<file path="config.mk">
export PLATFORM = sky130hd
export DESIGN_NAME = apb_matmul_arbiter
export DESIGN_NICKNAME = d
export VERILOG_FILES = /design/src/rtl/apb_matmul_arbiter.sv
export SDC_FILE = /design/constraint.sdc
export NUM_CORES = 1
export LEC_CHECK = 0
export ABC_AREA = 1
export CAP_MARGIN = 20
export CORE_ASPECT_RATIO = 0.75
export CORE_MARGIN = 2
export CORE_UTILIZATION = 40
export DETAILED_ROUTE_END_ITERATION = 10
export PLACE_DENSITY = 0.76
export SYNTH_ARGS = -nofsm -noshare
export SYNTH_HDL_FRONTEND = slang
export SYNTH_SLANG_ARGS = --single-unit
</file>
<file path="constraint.sdc">
create_clock -name clk -period 4.49 [get_ports clk]
set_input_delay 1.1225 -clock clk [delete_from_list [all_inputs] [get_ports clk]]
set_output_delay 1.1225 -clock clk [all_outputs]
set_load 0.1 [all_outputs]
</file>
<file path="src/rtl/apb_matmul_arbiter.sv">
// Round-robin APB master that shares the matmul engine's slave port.
// A start write holds the port until the engine reports done or times out.
module apb_matmul_arbiter #(
  parameter int NUM_REQ        = 2,
  parameter int BUS_WIDTH      = 32,
  parameter int ADDR_WIDTH     = 32,
  parameter int STRB_WIDTH     = BUS_WIDTH/8,
  parameter logic [ADDR_WIDTH-1:0] START_ADDR = '0,
  parameter int TIMEOUT_CYCLES = 65535,
  localparam int IW            = $clog2(NUM_REQ)
) (
  input  logic                          clk,
  input  logic                          rst,
  input  logic [NUM_REQ-1:0]            req_valid_i,
  input  logic [NUM_REQ-1:0]            req_write_i,
  input  logic [NUM_REQ*ADDR_WIDTH-1:0] req_addr_i,
  input  logic [NUM_REQ*BUS_WIDTH-1:0]  req_wdata_i,
  input  logic [NUM_REQ*STRB_WIDTH-1:0] req_strb_i,
  output logic [NUM_REQ-1:0]            req_ready_o,
  output logic [NUM_REQ-1:0]            rsp_valid_o,
  output logic [BUS_WIDTH-1:0]          rsp_rdata_o,
  output logic                          rsp_err_o,
  output logic                          psel_o,
  output logic                          penable_o,
  output logic                          pwrite_o,
  output logic [ADDR_WIDTH-1:0]         paddr_o,
  output logic [BUS_WIDTH-1:0]          pwdata_o,
  output logic [STRB_WIDTH-1:0]         pstrb_o,
  input  logic [BUS_WIDTH-1:0]          prdata_i,
  input  logic                          pready_i,
  input  logic                          pslverr_i,
  input  logic                          done_i,
  output logic                          busy_o,
  output logic [IW-1:0]                 owner_o,
  output logic                          timeout_o
);

  typedef enum logic [1:0] {
    IDLE, SETUP, ACCESS, WAIT_DONE
  } state_t;

  state_t state, state_nxt;

  logic [IW-1:0]         last_grant;
  logic [IW-1:0]         cand;
  logic [IW-1:0]         gnt_idx;
  logic                  gnt_valid;
  logic                  gnt_en;
  logic                  xfer_done;
  logic                  start_hit;
  logic                  tmo_hit;
  logic                  lat_write;
  logic [ADDR_WIDTH-1:0] lat_addr;
  logic [BUS_WIDTH-1:0]  lat_wdata;
  logic [STRB_WIDTH-1:0] lat_strb;
  logic [31:0]           cnt;

  // Walk from farthest to nearest so last+1 wins ties.
  always_comb begin
    gnt_valid = 1'b0;
    gnt_idx   = last_grant;
    cand      = '0;
    for (int k = NUM_REQ; k >= 1; k--) begin
      cand = IW'((int'(last_grant) + k) % NUM_REQ);
      if (req_valid_i[cand]) begin
        gnt_valid = 1'b1;
        gnt_idx   = cand;
      end
    end
  end

  assign gnt_en    = rst && (state == IDLE) && gnt_valid;
  assign xfer_done = (state == ACCESS) && pready_i;
  assign start_hit = lat_write && (lat_addr == START_ADDR)
                  && lat_wdata[0] && !pslverr_i;
  assign tmo_hit   = (state == WAIT_DONE) && !done_i
                  && (cnt == 32'(TIMEOUT_CYCLES - 1));

  always_ff @(posedge clk or negedge rst) begin
    if (!rst) state <= IDLE;
    else      state <= state_nxt;
  end

  always_comb begin
    state_nxt   = state;
    psel_o      = 1'b0;
    penable_o   = 1'b0;
    req_ready_o = '0;
    unique case (state)
      IDLE: begin
        if (gnt_en) begin
          req_ready_o[gnt_idx] = 1'b1;
          state_nxt            = SETUP;
        end
      end
      SETUP: begin
        psel_o    = 1'b1;
        state_nxt = ACCESS;
      end
      ACCESS: begin
        psel_o    = 1'b1;
        penable_o = 1'b1;
        if (pready_i) state_nxt = start_hit ? WAIT_DONE : IDLE;
      end
      WAIT_DONE: begin
        if (done_i || tmo_hit) state_nxt = IDLE;
      end
      default: state_nxt = IDLE;
    endcase
  end

  assign busy_o   = (state != IDLE);
  assign pwrite_o = lat_write;
  assign paddr_o  = lat_addr;
  assign pwdata_o = lat_wdata;
  assign pstrb_o  = lat_strb;

  always_ff @(posedge clk or negedge rst) begin
    if (!rst) begin
      last_grant  <= IW'(NUM_REQ - 1);
      owner_o     <= '0;
      lat_write   <= 1'b0;
      lat_addr    <= '0;
      lat_wdata   <= '0;
      lat_strb    <= '0;
      rsp_valid_o <= '0;
      rsp_rdata_o <= '0;
      rsp_err_o   <= 1'b0;
      cnt         <= '0;
      timeout_o   <= 1'b0;
    end else begin
      rsp_valid_o <= '0;
      if (gnt_en) begin
        last_grant <= gnt_idx;
        owner_o    <= gnt_idx;
        lat_write  <= req_write_i[gnt_idx];
        lat_addr   <= req_addr_i[gnt_idx*ADDR_WIDTH +: ADDR_WIDTH];
        lat_wdata  <= req_wdata_i[gnt_idx*BUS_WIDTH +: BUS_WIDTH];
        lat_strb   <= req_strb_i[gnt_idx*STRB_WIDTH +: STRB_WIDTH];
      end
      if (xfer_done) begin
        rsp_valid_o[owner_o] <= 1'b1;
        rsp_rdata_o          <= lat_write ? '0 : prdata_i;
        rsp_err_o            <= pslverr_i;
      end
      if (state == ACCESS)         cnt <= '0;
      else if (state == WAIT_DONE) cnt <= cnt + 32'd1;
      if (tmo_hit) timeout_o <= 1'b1;
    end
  end

endmodule

</file>
==> flow_metrics.tcl <==
set metrics [dict create \
    min_from "owner_o$_DFFE_PN0P_" \
    syn_nets 1079 \
    clk_pin_slew_ns 0.06 \
    finalSetupTns_ns 0 \
    ys_ff_latch 141 \
    grtUsageTotal_pct 24.9 \
    syn_inst 896 \
    grt_max_degree 73 \
    synth_top_area_share_pct 51.1 \
    r2r_start "state[0]$_DFFE_PN0P_" \
    setup_ws_ns 1.01 \
    viasPerCell 4.90 \
    die_w_um 155 \
    numCtsBuffers 17 \
    ir_worst_vdd_mv 0.678 \
    finClkSkew_ns 0.00638 \
    max_freq_mhz 287 \
    ys.flop_type "dfrtp_1" \
    wl_um 21900 \
    cts_tree "done" \
    antenna_cells 0 \
    place_congestion 0.861 \
    synth_area_leaders "dfrtp_1 51%, nand2_1 20%, nand3_1 6.7%" \
    synth_warnings 0 \
    r2r-end "state[1]$_DFFE_PN0P_" \
    synth_cell_type_count 34 \
    hold_path.class "reg -> reg" \
    design.die.area_um2 18200 \
    path_max_fanout 4 \
    setup_violations 0 \
    rows 41 \
    arrival_ns 2.36 \
    drtAntennaViolNets 0 \
    io_pins 288 \
    slew_viol_final 0 \
    hpwl_um 16100 \
    die_h_um 117 \
    powerDensity_nw_per_um2 835 \
    multi_input_area_um2 2970 \
    start_util_pct 40.8 \
    drt-initial-drc-count 392 \
    grt_overflow_total 0 \
    ff2ff_path_depth 11 \
    status "finished, final reports clean" \
    yosysSeqAreaShare_pct 51.5 \
    clock_latency_ns 0.42 \
    fill_cells 1428 \
    antenna_found_initial 1 \
    synth_common_cells "371 x nand2_1, 140 x dfrtp_1, 92 x nand3_1" \
    coreArea_um2 16800 \
    final_util_pct 62.9 \
    io_buffer_count 287 \
    async_flop_share_pct 100 \
    avgSynthCellArea_um2 7.65 \
    fin_crit_sh_pct 77.6 \
    yosysTopAreaCell "dfrtp_1" \
    dp_slack_ns 1.03 \
    hold_viol_final 0 \
    drive_gt1_share_pct 6.75 \
    regArea_um2 3530 \
    rsz0062_at_grt "no" \
    cts_sinks 141 \
    synth_area_um2 6850 \
    tightest_slew_ns 1.07 \
    rrSetupSlack_ns 2.08 \
    holdPathEnd "rsp_valid_o[0]$_DFF_PN0_" \
    nets 1357 \
    grt_pass1_wl_um 35600 \
    crit_type "reg -> out" \
    hold_buffers 0 \
    period_needed_ns 3.48 \
    htreeDepth 4 \
    ctsResizeCount 0 \
    max-cap-violations 0 \
    synth_edf_count 0 \
    crit_required_ns 3.37 \
    route.detailed.drc 0 \
    power_leakage_uw 0.00470 \
    syn_to_final_growth_pct 53.9 \
    wl_per_cell_um 15.7 \
    firstDrtPassIters 6 \
    grt_pass1_vias 6938 \
    min_path_cells 1 \
    clockBufferDepth 2 \
    start_kind "flip-flop" \
    cts_setup_buffers 0 \
    vias 6858 \
    clock-root-buffer "clkbuf_16" \
    slew_headroom_pct 28.2 \
    crit_path_end_kind "output pin" \
    synth.most_common_cell "nand2_1" \
]
placed cells by master (no fill, tap or decap), types with 3 or more instances in the layout:
| master | synthesis | final |
|---|---|---|
| o21ai_1 | 3 | 3 |
| buf_12 | 0 | 3 |
| clkbuf_16 | 0 | 17 |
| nor2_4 | 7 | 7 |
| ha_1 | 6 | 6 |
| clkinv_2 | 1 | 5 |
| nand4_1 | 7 | 7 |
| clkbuf_8 | 0 | 3 |
| nor3_1 | 4 | 4 |
| dfrtp_1 | 140 | 140 |
| bufinv_16 | 0 | 4 |
| inv_2 | 3 | 4 |
| a21oi_1 | 16 | 16 |
| clkdlybuf4s50_1 | 0 | 283 |
| nand2_2 | 7 | 8 |
| nor2_1 | 83 | 83 |
| nand2_1 | 371 | 370 |
| nand3_1 | 92 | 92 |
| nor2_2 | 10 | 10 |
| inv_1 | 45 | 44 |
| buf_4 | 1 | 7 |
| o21ai_0 | 50 | 50 |
critical path: stages (launching register included):
cell             delay, ns
dfrtp_1               0.39
inv_1                 0.10
ha_1                  0.28
clkdlybuf4s50_1       1.17
through the flow:
step	hold slack [ns]	power [uW]	cell area (um2)	std cells
after floorplan	0.454	5910	6850	896
after global placement	0.439	7270	9890	1369
after detailed placement	0.448	7300	9890	1369
after CTS	0.473	8860	10500	1400
after global routing	0.483	9180	10500	1401
final	0.466	8810	10500	1401
cell type report:
cell class              instances  share of cell area, %
clock buffers                  20                   4.43
clock inverters                11                   1.57
inverters                      49                   1.76
multi-input cells             671                   28.2
flip-flops and latches        141                   33.5
well taps                     215                   2.55
repair buffers                294                   28.0
metal layers:
layer	track usage, %	up-vias	wire, um	part of all wire (%)
met1	31.3	3233	9340	43
met3	9.42	33	1750	8.0
met5	0	-	13	0.059
met4	7.29	2	397	1.8
met2	40.0	193	10400	48
li1	-	3397	-	-
cell families (layout without fill, tap and decap cells):
kind of cell,after synthesis,count (layout),synth area share (%)
AO/OA/AOI/OAI,75,75,5.72
adder cells (fa/ha/maj),6,6,1.10
buffers and inverters,84,374,5.13
flip-flops,141,141,51.5
multiplexers,1,1,0.164
AND/OR/NAND/NOR,589,589,36.4
power by group:
group          leakage, uW  internal [uW]  switching [uW]
Clock             0.000312            968             546
Combinational      0.00256           1190            4090
Sequential         0.00182           1710             299
state kept, by name, summed over array words and instances, names as in the netlist:
signal,flops
last_grant,1
rsp_rdata_o,32
cnt,32
rsp_err_o,1
pstrb_o,4
state,2
owner_o,1
pwdata_o,32
rsp_valid_o,2
pwrite_o,1
timeout_o,1
paddr_o,32
worst max-delay path by stage:
stage          slack [ns]            startpoint             end
3_5_place_dp         1.03        req_valid_i[1]  req_ready_o[1]
4_1_cts              0.99  state[0]$_DFFE_PN0P_          busy_o
6_report             1.01  state[0]$_DFFE_PN0P_          psel_o
3_3_place_gp         1.05        req_valid_i[1]  req_ready_o[1]
5_1_grt              0.92  state[0]$_DFFE_PN0P_          busy_o
2_1_floorplan        1.26        req_valid_i[0]  req_ready_o[1]
No activity file was read; power rests on OpenSTA's default activity.
